$ cat src/rtl/serializer_pkg.sv
// rtl/serializer_pkg.sv - state type and shared constants for nibble_serializer
// SERIALIZER_PARITY_EN appends an even-parity bit to every frame.
package serializer_pkg;

  typedef enum logic [1:0] {
    S_IDLE   = 2'd0,
    S_SHIFT  = 2'd1,
    S_PARITY = 2'd2,
    S_GAP    = 2'd3
  } state_t;

  localparam int DEF_WIDTH = 4;
  localparam int DEF_GAP   = 0;
  localparam int GAP_CNT_W = 4;

`ifdef SERIALIZER_PARITY_EN
  localparam bit PARITY_EN = 1'b1;
`else
  localparam bit PARITY_EN = 1'b0;
`endif

  function automatic int frame_bits(input int width);
    return width + (PARITY_EN ? 1 : 0);
  endfunction

endpackage

$ cat src/rtl/piso_shift_reg.sv
// rtl/piso_shift_reg.sv - parallel-load, shift-right register presenting bit0
// Zeros shift in from the top, so the register drains to 0 after a frame.
module piso_shift_reg #(
  parameter int W = 4
) (
  input  logic         i_clk,
  input  logic         i_rst_n,
  input  logic         i_load,
  input  logic         i_shift,
  input  logic [W-1:0] i_d,
  output logic         o_bit0
);

  logic [W-1:0] r_q;

  always_ff @(posedge i_clk or negedge i_rst_n) begin
    if (!i_rst_n) begin
      r_q <= '0;
    end else if (i_load) begin
      r_q <= i_d;
    end else if (i_shift) begin
      r_q <= {1'b0, r_q[W-1:1]};
    end
  end

  assign o_bit0 = r_q[0];

endmodule

$ cat src/rtl/nibble_serializer.sv
// rtl/nibble_serializer.sv - LSB-first word serializer with framing and inter-frame gap
// Parity frame bit enabled by SERIALIZER_PARITY_EN.
module nibble_serializer
  import serializer_pkg::*;
#(
  parameter int WIDTH = DEF_WIDTH,
  parameter int GAP   = DEF_GAP
) (
  input  logic             CLK,
  input  logic             RST,
  input  logic [WIDTH-1:0] din,
  input  logic             din_valid,
  output logic             din_ready,
  output logic             Dout,
  output logic             Dvalid,
  output logic             Dlast,
  output logic             busy
);

  localparam int CW = $clog2(WIDTH);
  localparam int SW = frame_bits(WIDTH);
  localparam logic [CW-1:0] C_LAST = CW'(WIDTH - 1);
  localparam logic [CW-1:0] C_PEN  = CW'(WIDTH - 2);
  localparam logic [GAP_CNT_W-1:0] G_LAST = GAP_CNT_W'((GAP > 0) ? GAP - 1 : 0);
  localparam bit B2B = (GAP == 0);

  state_t                 r_state;
  logic [CW-1:0]          r_cnt;
  logic [GAP_CNT_W-1:0]   r_gcnt;
  logic                   r_dvalid;
  logic                   r_dlast;
  logic                   w_accept;
  logic                   w_shift;
  logic                   w_frame_end;
  logic [SW-1:0]          w_word;

  // Dlast marks the final frame bit, which is also the back-to-back accept slot.
  assign din_ready   = RST & ((r_state == S_IDLE) | (B2B & r_dlast));
  assign w_accept    = din_valid & din_ready;
  assign w_shift     = (r_state == S_SHIFT) | (r_state == S_PARITY);
  assign w_frame_end = (r_state == S_PARITY) |
                       ((r_state == S_SHIFT) & (r_cnt == C_LAST) & ~PARITY_EN);

  if (SW > WIDTH) begin : g_par
    assign w_word = {^din, din};
  end else begin : g_data
    assign w_word = din;
  end

  piso_shift_reg #(.W(SW)) u_shreg (
    .i_clk   (CLK),
    .i_rst_n (RST),
    .i_load  (w_accept),
    .i_shift (w_shift),
    .i_d     (w_word),
    .o_bit0  (Dout)
  );

  always_ff @(posedge CLK or negedge RST) begin
    if (!RST) begin
      r_state  <= S_IDLE;
      r_cnt    <= '0;
      r_gcnt   <= '0;
      r_dvalid <= 1'b0;
      r_dlast  <= 1'b0;
    end else begin
      case (r_state)
        S_IDLE: begin
          if (w_accept) begin
            r_state  <= S_SHIFT;
            r_cnt    <= '0;
            r_dvalid <= 1'b1;
            r_dlast  <= 1'b0;
          end
        end
        S_SHIFT, S_PARITY: begin
          if (w_frame_end) begin
            r_cnt <= '0;
            if (GAP != 0) begin
              r_state  <= S_GAP;
              r_gcnt   <= '0;
              r_dvalid <= 1'b0;
              r_dlast  <= 1'b0;
            end else if (w_accept) begin
              r_state  <= S_SHIFT;
              r_dvalid <= 1'b1;
              r_dlast  <= 1'b0;
            end else begin
              r_state  <= S_IDLE;
              r_dvalid <= 1'b0;
              r_dlast  <= 1'b0;
            end
          end else if (r_cnt == C_LAST) begin
            r_state <= S_PARITY;
            r_cnt   <= '0;
            r_dlast <= 1'b1;
          end else begin
            r_cnt   <= r_cnt + 1'b1;
            r_dlast <= ~PARITY_EN & (r_cnt == C_PEN);
          end
        end
        S_GAP: begin
          if (r_gcnt == G_LAST) begin
            r_state <= S_IDLE;
            r_gcnt  <= '0;
          end else begin
            r_gcnt <= r_gcnt + 1'b1;
          end
        end
        default: r_state <= S_IDLE;
      endcase
    end
  end

  assign Dvalid = r_dvalid;
  assign Dlast  = r_dlast;
  assign busy   = (r_state != S_IDLE);

endmodule
$ cat config.mk
export PLATFORM = sky130hd
export DESIGN_NAME = nibble_serializer
export DESIGN_NICKNAME = d
export VERILOG_FILES = /design/src/rtl/serializer_pkg.sv /design/src/rtl/piso_shift_reg.sv /design/src/rtl/nibble_serializer.sv
export SDC_FILE = /design/constraint.sdc
export NUM_CORES = 1
export LEC_CHECK = 0
export BUFFER_PORTS_ARGS = -buffer_cell sky130_fd_sc_hd__buf_2
export CAP_MARGIN = 20
export CORE_MARGIN = 5
export CORE_UTILIZATION = 50
export DETAILED_ROUTE_END_ITERATION = 6
export GPL_TIMING_DRIVEN = 0
export PLACE_DENSITY_LB_ADDON = 0.2
export SLEW_MARGIN = 5
export SYNTH_ARGS = -nofsm -noshare
export SYNTH_HDL_FRONTEND = slang
export SYNTH_SLANG_ARGS = --single-unit
$ cat constraint.sdc
create_clock -name CLK -period 4 [get_ports CLK]
set_input_delay 0 -clock CLK [delete_from_list [all_inputs] [get_ports CLK]]
set_output_delay 0 -clock CLK [all_outputs]
set_load 0.02 [all_outputs]
======== Word-level counts from Yosys, hierarchy flattened ========
Index checks and enable logic that the tools add are counted.
word-level totals
  memories ................................ 0
  ROM bits ................................ 0
  bits in latches ......................... 0
  RAM bits ................................ 0
  logic and storage cells ................. 53
  bits of input ports ..................... 7
  bits in registers ....................... 14
cells by class
  shift-type cells ........................ 0
  div/mod/pow operators ................... 0
  $lt $le $gt $ge ......................... 0
  add/sub/neg operators ................... 2
  equality and inequality tests ........... 9
  multipliers ............................. 0
  reduce and logical (&&, ||, !) cells .... 9
  bitwise operators ....................... 6
  mux-type cells .......................... 21
operator list
  kind                                                                     count
  2-bit two-way mux                                                        7
  4-bit two-way mux                                                        3
  2-bit equality test, second input constant                               4
  1-bit two-way mux                                                        7
  2-bit case mux with 3 select lines                                       1
  3-bit AND reduction                                                      2
  2-bit nonzero test                                                       3
  4-bit by 1-bit adder with 4-bit output, second input constant            1
  4-bit zero test                                                          1
  2-bit inequality test, second input constant                             2
  1-bit case mux with 2 select lines                                       2
  2-bit case mux with 2 select lines                                       1
  1-bit bitwise AND                                                        3
  3-bit inequality test, second input constant                             1
  1-bit OR                                                                 3
  2-bit by 1-bit adder with 2-bit output, second input constant            1
  2-bit by 1-bit equality test with 1-bit output, second input constant    1
  2-bit zero test                                                          1
  2-bit by 1-bit inequality test with 1-bit output, second input constant  1
  2-bit AND reduction                                                      1
  2-bit OR reduction                                                       1

======== Logic depth before layout (Yosys ltp) ========
Gate-level depths: netlist of the first run.
  depth after elaboration ................. 7
  mapped depth ............................ 6
  depth with buffers taken out ............ 5

======== By module ========
Synthesis of the first run repeated with hierarchy kept, for this count alone.
unflattened totals
  cell total of the unflattened synthesis .. 84
  area total of the unflattened synthesis .. 820.8 sq um
modules (own cells, without submodules)
  module             cells each  area each (sq um)  times used  seq. area each (sq um)
  nibble_serializer  68          649.4              1           250.2
  piso_shift_reg     16          171.4              1           100.1

======== Worst setup path before layout of the first run ========
Ideal clock, no wire load.
  path type ............................... register to register
  start point ............................. reg r_gcnt[0]
  end point ............................... reg r_state[0]
  arrival time ............................ 1,569 ps
  data required time ...................... 3,875 ps
  setup slack ............................. 2,306 ps
  stages on the path, launching flop included .. 6
  buffers on the path ..................... 0
  cell sequence ........................... dfrtp_1 > inv_1 > ha_1 > or3b_4 > a221oi_4 > mux2_4
on the way
  word-level cells in the longest chain between the ends .. 3
ends and longest elaborated chain
  what                             line                      text
  start: declaration               nibble_serializer.sv:29   logic [GAP_CNT_W-1:0] r_gcnt;
  start signal: assignment         nibble_serializer.sv:107  r_gcnt <= r_gcnt + 1'b1;
  4-bit zero test                  nibble_serializer.sv:103  if (r_gcnt == G_LAST) begin
  2-bit inequality test (no line)  n/a
  3-bit AND reduction (no line)    n/a
  end signal: assignment           nibble_serializer.sv:94   r_state <= S_PARITY;
  end signal: assignment           nibble_serializer.sv:104  r_state <= S_IDLE;
  end signal: assignment           nibble_serializer.sv:110  default: r_state <= S_IDLE;
  end: declaration                 nibble_serializer.sv:27   state_t r_state;
No other way between the ends.
A chain may end at the register's enable or synchronous reset.

======== Worst setup path after layout of the first run ========
Same ends and word-level chain as after synthesis.

==> out/results.txt, run 1 <==
status: complete, no violations
clock transition at the registers of the reported paths: 90 ps
total grt overflow: 0
max_cap viols: 0
Post-Syn Nets: 98
Die Ht: 50.7 um
Num CTS Buffers: 3
WL final: 1490 um
Final nets: 119
Max Freq: 559 MHz
Pint: 427 uW
top post-synthesis cells by area: dfrtp_1, ha_1, mux2i_1
RePlAce Congestion: 0.722
area of the die: 2570 um2
worst path arrival time: 1950 ps
Rows: 14
Post-CTS Resized: 0
pin count of the biggest net entering global routing: 19
crit path buf inv count: 1
Mapped Cells: 83
Flop pwr share: 30.1%
CTS H-tree lvls: 1
sequential share of the synthesized area: 42.4%
largest fanout on the critical path: 3
Initial Util: 53.7%
switching part of the total: 41.4%
Critical-path top delay cell: dfrtp_1
Clock Power Share: 13.7%
Worst R2R Setup Slack: 2210 ps
remaining antenna violation count after routing: 0
Crit path required time: 4160 ps
Mean Syn Cell Area: 9.96 um2
clock skew: 1.83 ps
combinational power share: 56.2%
Post-synth EDFFs: 0
clock tree buffer depth: 2
drt pass-1 iters: 4
CP peak stage delay: 410 ps
Tcrit/Tclk final: 44.7%
antenna cell count: 0
most common library cells after synthesis: dfrtp_1, ha_1, inv_1, nand2_1, nand3_1
Synth cell types: 28
# port buffers: 11
share of layout cells above drive strength 1: 20.4%
# IOs: 12
final instance area: 988 um2
Syn-to-layout area delta: 19.5%
CP Cell Sequence: inv_1 > ha_1 > or3b_4 > a221oi_4 > mux2_4
area share of the largest cell type after synthesis: 42.4%
LEAKAGE: 0.497 nW
Crit Path Class: flop to flop
DR vias: 635
width of the chip: 50.7 um
min Tclk post-route: 1790 ps
vias in the first global route: 619
Top Family by Delay on Critical Path: flip-flops
Worst IR Drop VDD: 0.425 mV
FF+latch count, synth: 14
Initial DRC Count: 9
endpoints failing hold: 0
worst-skew pair later-pin latency: 270 ps
GRT Resource Usage Total: 13.1%
most numerous cell in the Yosys netlist: dfrtp_1
Worst Hold Class: input pin to asynchronous set/reset pin
RSZ-0062 raised after global routing: no
initial antenna violation count: 0
per-cell routed wire length: 12.5 um
area occupied by multi-input gates: 435 um2
top_reg_cell synth: dfrtp_1
synth warn: 0
dpl cell area: 902 um2
CP Capture Type: flop
Root Buffer: clkbuf_4
setup TNS: 0 ps
Worst Tran Pin Value: 516 ps
vias per inst: 5.34
clock sinks: 14
Synth Cell Area: 827 um2
Fillers: 130
ys async rst share: 100%
Synth area leader: dfrtp_1
max-slew violations: 0
P_sw: 301 uW
first-pass GRT wire length: 2700 um
max_slew headroom: 65.5%
hpwl dp: 1120 um
power per cell area: 737 nW/um2
CTS tree: done
Reg area: 350 um2
# setup viols final: 0
CP Launch Type: flop
residual DRC count: 0
Core Box Area: 1540 um2
## per-layer routing
layer	track usage [%]	vias to the layer above	wire, um
met4	2.55	0	0
met3	3.55	0	63
li1	-	330	-
met1	18.3	294	734
met5	0	-	0
met2	20.2	11	692
## worst paths after layout
kind,startpoint,end,depth (start not counted)
max,r_gcnt[0]$_DFFE_PN0N_,r_state[0]$_DFFE_PN0P_,5
min,RST,r_state[0]$_DFFE_PN0P_,2
max reg2reg,r_gcnt[0]$_DFFE_PN0N_,r_state[0]$_DFFE_PN0P_,5
min reg2reg,r_gcnt[3]$_DFFE_PN0N_,r_gcnt[3]$_DFFE_PN0N_,1
max in group asynchronous,RST,u_shreg.r_q[0]$_DFFE_PN0P_,2
min in group CLK,din_valid,r_cnt[1]$_DFFE_PN0P_,4
## cell type report
class	instances	share of cell area (%)
buffer	3	1.52
clock buffer	4	3.67
inverter	7	2.66
multi-input combinational	59	44.1
sequential	14	35.4
tap	16	2.03
timing repair buffer	16	10.6
## worst register-to-register path, cell delays in order (launching register included)
cell and delay (ps):
dfrtp_1 410, inv_1 100, ha_1 170, or3b_4 400
a221oi_4 280, mux2_4 330
## state kept, by name, indices dropped and copies added, names as in the netlist
signal       flops
r_gcnt           4
r_cnt            2
u_shreg.r_q      4
r_state          2
Dvalid           1
Dlast            1
## timing repair
action | in CTS | in global routing
hold endpoints to repair | 18 | 0
setup buffers | 0 | 0
hold buffers | 5 | 0
## power groups by stage
stage                     combinational (mW)  clock, mW  sequential (mW)
after floorplan                        0.313          0            0.228
after global placement                 0.399          0            0.219
after detailed placement               0.409          0            0.222
after CTS                              0.414      0.104            0.219
after global routing                   0.453      0.114            0.223
final                                  0.409     0.0999            0.219
## cells by family after synthesis
logic type / Yosys count / share of synthesized area [%]
flops: 14 / 42.4
mux: 5 / 6.66
simple gates: 27 / 16.8
compound gates: 18 / 16.0
xor+xnor: 1 / 1.06
buf+inv: 10 / 4.99
fa+ha+maj: 8 / 12.1
## metrics by stage
stage,power (mW),setup slack [ps],hold WS [ps],std cells,utilization (%)
CTS,0.737,2190,165,119,64.1
global placement,0.618,2240,-55.2,110,58.5
floorplan,0.541,2310,-296,83,-
global route,0.791,2110,177,119,64.1
detailed placement,0.630,2210,-54.1,110,58.5
finish,0.728,2210,169,119,64.1
## placed cells by master, fill, tap and decap left out
master	count
mux2_4	1
nand2_1	7
nor3b_1	1
clkbuf_4	3
inv_1	7
a221oi_1	1
dlygate4sd3_1	5
mux2i_1	4
nor2_1	5
ha_1	8
and2_1	1
a21oi_1	4
buf_2	14
nand2b_1	2
o21ai_1	1
o21ai_0	4
or3b_4	1
o211ai_1	1
o22a_1	1
nor2b_1	2
a21o_1	1
o21a_1	1
clkbuf_8	1
nand3_1	6
nand3b_1	1
xnor2_1	1
nand4_1	1
a31oi_1	1
o31ai_1	2
a221oi_4	1
dfrtp_1	14
No activity file was read; power rests on OpenSTA's default activity.
==> run 2, diff against run 1 <==
Settings changed: ABC_AREA set to 1, CORE_UTILIZATION 50 to 49.
Clock period 4 ns to 1.63 ns, I/O delays scaled along.
==> out/results.txt, run 2 <==
worst path arrival time: 1670 ps
FF+latch count, synth: 14
residual DRC count: 0
status: complete, no violations
Synth area leader: dfrtp_1
clock sinks: 14
post-synthesis share of cell area spent on full adders, half adders and majority gates: 12.2%
Initial Util: 53.1%
largest family of logic cells by synthesized area: simple AND/OR/NAND/NOR gates
Syn-to-layout area delta: 20.3%
Core Box Area: 1540 um2
Synth cell types: 19
Max Freq: 681 MHz
Post-synth EDFFs: 0
initial antenna violation count: 0
post-synthesis simple-gate area fraction: 28.3%
# setup viols final: 0
Synth Area in XOR/XNOR: 2.14%
Tcrit/Tclk final: 90.0%
area of the die: 2590 um2
clock tree buffer depth: 2
Post-Syn Nets: 118
Setup WS post-layout: 162 ps
DR vias: 685
CTS H-tree lvls: 1
M1 GR Usage: 16.6%
per-cell routed wire length: 10.8 um
area share of the largest cell type after synthesis: 42.8%
reg-to-reg endpoint: r_cnt[1]$_DFFE_PN0P_
Rows: 14
Worst Tran Pin Value: 362 ps
max_cap viols: 0
ys async rst share: 100%
total power: 1.59 mW
CP Launch Type: flop
commonest non-fill, non-tap cells in the layout: nand2_1, inv_1, dfrtp_1
pre-CTS setup slack: 121 ps
global routing usage on met3: 3.78%
Worst R2R Setup Slack: 160 ps
top post-synthesis cells by area: dfrtp_1, nand2_1, ha_1
HP Start: din_valid
hold path cells: 3
Root Buffer: clkbuf_4
most common library cells after synthesis: nand2_1, inv_1, dfrtp_1
FF-to-FF Start: r_state[1]$_DFFE_PN0P_
top_reg_cell synth: dfrtp_1
# port buffers: 11
Num CTS Buffers: 3
most common cell after layout, fill and taps aside: nand2_1
R2R depth: 5
drt pass-1 iters: 5
Mapped Cells: 103
setup TNS: 0 ps
CP Capture Type: flop
total grt overflow: 0
clock transition at the registers of the reported paths: 80 ps
WL final: 1500 um
Initial DRC Count: 21
synth warn: 0
pin count of the biggest net entering global routing: 17
max-slew violations: 0
Hold Path Sink: u_shreg.r_q[3]$_DFFE_PN0P_
Final nets: 139
mux contribution to synthesized area: 0%
worst-skew pair later-pin latency: 270 ps
power per cell area: 1610 nW/um2
vias in the first global route: 665
# IOs: 12
Compound-Gate Fraction of Synth Area: 7.03%
hold_ws: 25.0 ps
vias per inst: 4.93
endpoints failing hold: 0
antenna cell count: 0
max_slew headroom: 75.9%
largest fanout on the critical path: 8
Worst Hold Class: input pin to flop
min Tclk post-route: 1470 ps
width of the chip: 50.9 um
first-pass GRT wire length: 2640 um
Mean Syn Cell Area: 7.94 um2
grt met2 use: 20.2%
hpwl dp: 1140 um
Die Ht: 50.9 um
Largest regs: r_gcnt x4, u_shreg.r_q x4
most numerous cell in the Yosys netlist: nand2_1
Final Core Density: 63.9%
RePlAce Congestion: 0.796
clock skew: 3.21 ps
busiest grt layer: met2
sequential share of the synthesized area: 42.8%
Crit path required time: 1830 ps
Crit Path Class: flop to flop
remaining antenna violation count after routing: 0
Fillers: 134
GRT Resource Usage Total: 12.8%
CTS tree: done
Synth Cell Area: 818 um2
RSZ-0062 raised after global routing: no
share of layout cells above drive strength 1: 18.7%
Worst IR Drop VDD: 0.966 mV
LEAKAGE: 0.549 nW
-- run 2: layer usage --
metal | up-vias | part of all wire, %
met1 | 311 | 48
met3 | 2 | 4.5
met4 | 0 | 0.73
met2 | 10 | 47
met5 | - | 0
li1 | 362 | -
-- run 2: how the worst max path moves through the flow --
stage                      startpoint  slack, ps              endpoint
2_1_floorplan  r_state[0]$_DFFE_PN0P_        220  r_cnt[0]$_DFFE_PN0P_
3_3_place_gp   r_state[0]$_DFFE_PN0P_        150  r_cnt[1]$_DFFE_PN0P_
3_5_place_dp   r_state[1]$_DFFE_PN0P_        120  r_cnt[1]$_DFFE_PN0P_
4_1_cts        r_state[0]$_DFFE_PN0P_        100  r_cnt[1]$_DFFE_PN0P_
5_1_grt        r_state[0]$_DFFE_PN0P_         30  r_cnt[1]$_DFFE_PN0P_
6_report       r_state[1]$_DFFE_PN0P_        160  r_cnt[1]$_DFFE_PN0P_
-- run 2: layout make-up --
cell class	instances	area, um2	share of cell area, %
Timing Repair Buffer	17	113	11.4
Multi-Input combinational cell	73	409	41.6
Tap cell	16	20.0	2.03
Clock buffer	4	36.3	3.68
Sequential cell	14	350	35.6
Inverter	15	56.3	5.72
-- run 2: what timing repair did --
item | CTS | global route
resized for setup | 0 | 1
buffers inserted | 0 | 1
hold buffers | 5 | 0
hold endpoints to repair | 18 | 0
endpoints found under the setup margin | 0 | 3
-- run 2: critical path, cell delays in order (launching register included) --
cell and delay (ps):
dfrtp_1 390, inv_1 80, ha_2 400, nand3_1 120, or2_2 290, o21ai_1 130
-- run 2: cell families after synthesis --
| group | count (synthesis) |
|---|---|
| AO/OA/AOI/OAI | 10 |
| AND/OR/NAND/NOR | 53 |
| flip-flops | 14 |
| adder cells (fa/ha/maj) | 8 |
| XOR/XNOR | 2 |
| buffers and inverters | 16 |
-- run 2: power by group --
group | internal [mW] | leakage (nW) | switching (mW) | total, mW
Sequential | 0.446 | 0.186 | 0.0656 | 0.511
Combinational | 0.308 | 0.342 | 0.528 | 0.836
Clock | 0.136 | 0.0210 | 0.104 | 0.239
Total | 0.889 | 0.549 | 0.698 | 1.59
-- run 2: metrics by stage --
step                std cells  cell area, um2
floorplan                 103             818
global placement          130             893
detailed placement        130             893
CTS                       139             980
global route              139             985
finish                    139             985
==> run 3, diff against run 2 <==
Settings changed: PLACE_DENSITY set to 0.73, PLACE_DENSITY_LB_ADDON 0.2 to unset.
==> out/results.txt, run 3 (same netlist as run 2, synthesis figures left out) <==
DR vias: 705
# IOs: 12
combinational power share: 53.0%
clock transition at the registers of the reported paths: 90 ps
largest fanout on the critical path: 7
M1 GR Usage: 16.7%
Worst Tran Pin Value: 350 ps
CTS H-tree lvls: 1
Worst Hold Class: input pin to asynchronous set/reset pin
max-slew violations: 0
antenna cell count: 0
worst path arrival time: 1710 ps
switching part of the total: 44.1%
Num CTS Buffers: 3
Core Box Area: 1540 um2
LEAKAGE: 0.569 nW
CP Launch Type: flop
max_cap viols: 0
# port buffers: 11
status: complete, no violations
busiest grt layer: met2
placed cell count: 130
Max Freq: 669 MHz
Rows: 14
hold_ws: 148 ps
Crit path required time: 1850 ps
max_slew headroom: 76.7%
Largest regs: r_gcnt x4, u_shreg.r_q x4
RePlAce Congestion: 0.824
CP Capture Type: flop
WL final: 1600 um
first-pass GRT wire length: 2740 um
area of the die: 2590 um2
# setup viols final: 0
FF-to-FF Start: r_state[1]$_DFFE_PN0P_
P_sw: 709 uW
most common cell after layout, fill and taps aside: nand2_1
Final nets: 143
width of the chip: 50.9 um
vias in the first global route: 629
CP peak stage delay: 410 ps
commonest non-fill, non-tap cells in the layout: nand2_1, inv_1, dfrtp_1
Root Buffer: clkbuf_4
Crit Path Class: flop to flop
CTS tree: done
pin count of the biggest net entering global routing: 17
Pint: 898 uW
grt met2 use: 23.1%
fin cells: 143
Worst Setup SP: r_state[1]$_DFFE_PN0P_
GRT Resource Usage Total: 13.5%
Tcrit/Tclk final: 91.7%
residual DRC count: 0
worst-skew pair later-pin latency: 280 ps
power per cell area: 1590 nW/um2
share of layout cells above drive strength 1: 19.7%
Flop pwr share: 31.3%
global routing usage on met3: 3.49%
clock skew: 6.50 ps
remaining antenna violation count after routing: 0
Clock Power Share: 15.8%
Syn-to-layout area delta: 23.7%
endpoints failing hold: 0
Die Ht: 50.9 um
initial antenna violation count: 0
min Tclk post-route: 1500 ps
Initial DRC Count: 11
Initial Util: 53.1%
Worst IR Drop VDD: 0.874 mV
drt pass-1 iters: 4
CP Cell Sequence: buf_4 > buf_4 > ha_1 > or2_2 > o21ai_0 > nand2_1 > nand2_1
vias per inst: 4.93
hpwl dp: 1120 um
Critical-path top delay cell: dfrtp_1
clock sinks: 14
total grt overflow: 0
per-cell routed wire length: 11.2 um
clock tree buffer depth: 2
==> run 3: cell count changes in the layout (fill, tap and decap cells not counted) <==
cell and delta:
buf_2 +1, buf_4 +2, ha_2 -1, ha_1 +1, dlygate4sd3_1 +1
==> run 3: worst max-delay path: cells and delay by family (launching register included) <==
family / cells / cell delay (ps)
AO/OA/AOI/OAI: 1 / 80
adder cells (fa/ha/maj): 1 / 250
buffers and inverters: 2 / 270
flip-flops: 1 / 410
AND/OR/NAND/NOR: 3 / 420
==> run 3: area by class of cell <==
class | count | area [um2]
buffer | 1 | 5.00
clock buffer | 4 | 36.3
fill | 142 | 529
inverter | 15 | 56.3
multi-input combinational | 73 | 407
sequential | 14 | 350
tap | 16 | 20.0
timing repair buffer | 20 | 138
==> run 3: power groups by stage <==
stage	Clock [mW]	Sequential [mW]	Combinational, mW
after global placement	0	0.515	0.776
after CTS	0.261	0.513	0.811
after detailed placement	0	0.520	0.798
after floorplan	0	0.549	0.575
final	0.253	0.503	0.851
after global routing	0.285	0.516	0.973
==> run 3: path summary, 6_finish.rpt <==
| check | endpoint | slack (ps) | cells after the start |
|---|---|---|---|
| worst min register to register | u_shreg.r_q[3]$_DFFE_PN0P_ | 480 | 2 |
| max in group asynchronous | r_gcnt[0]$_DFFE_PN0N_ | 1220 | 2 |
| worst max-delay path | r_state[0]$_DFFE_PN0P_ | 130 | 7 |
| worst min-delay path | u_shreg.r_q[1]$_DFFE_PN0P_ | 150 | 2 |
| worst max register to register | r_state[0]$_DFFE_PN0P_ | 130 | 7 |
| min in group CLK | u_shreg.r_q[3]$_DFFE_PN0P_ | 480 | 2 |
==> run 3: repair_timing <==
item	in CTS	in global routing
setup buffers	0	3
hold buffers	5	1
resized for setup	0	1
setup endpoints to repair	0	4
hold endpoints to repair	18	1
==> run 3: per-stage QoR <==
| step | TNS, ps | cell area, um2 | worst slack (ps) | total power, mW | utilization, % |
|---|---|---|---|---|---|
| floorplan | 0 | 818 | 224 | 1.12 | - |
| global placement | 0 | 893 | 135 | 1.29 | 58.0 |
| detailed placement | 0 | 893 | 103 | 1.32 | 58.0 |
| CTS | 0 | 980 | 80.6 | 1.58 | 63.6 |
| global route | -15.4 | 1010 | -15.4 | 1.77 | 65.7 |
| finish | 0 | 1010 | 135 | 1.61 | 65.7 |
==> run 3: layer usage <==
metal	vias up	routed length, um
met5	-	0
met4	0	6
met3	2	45
met2	8	858
met1	325	693
li1	370	-
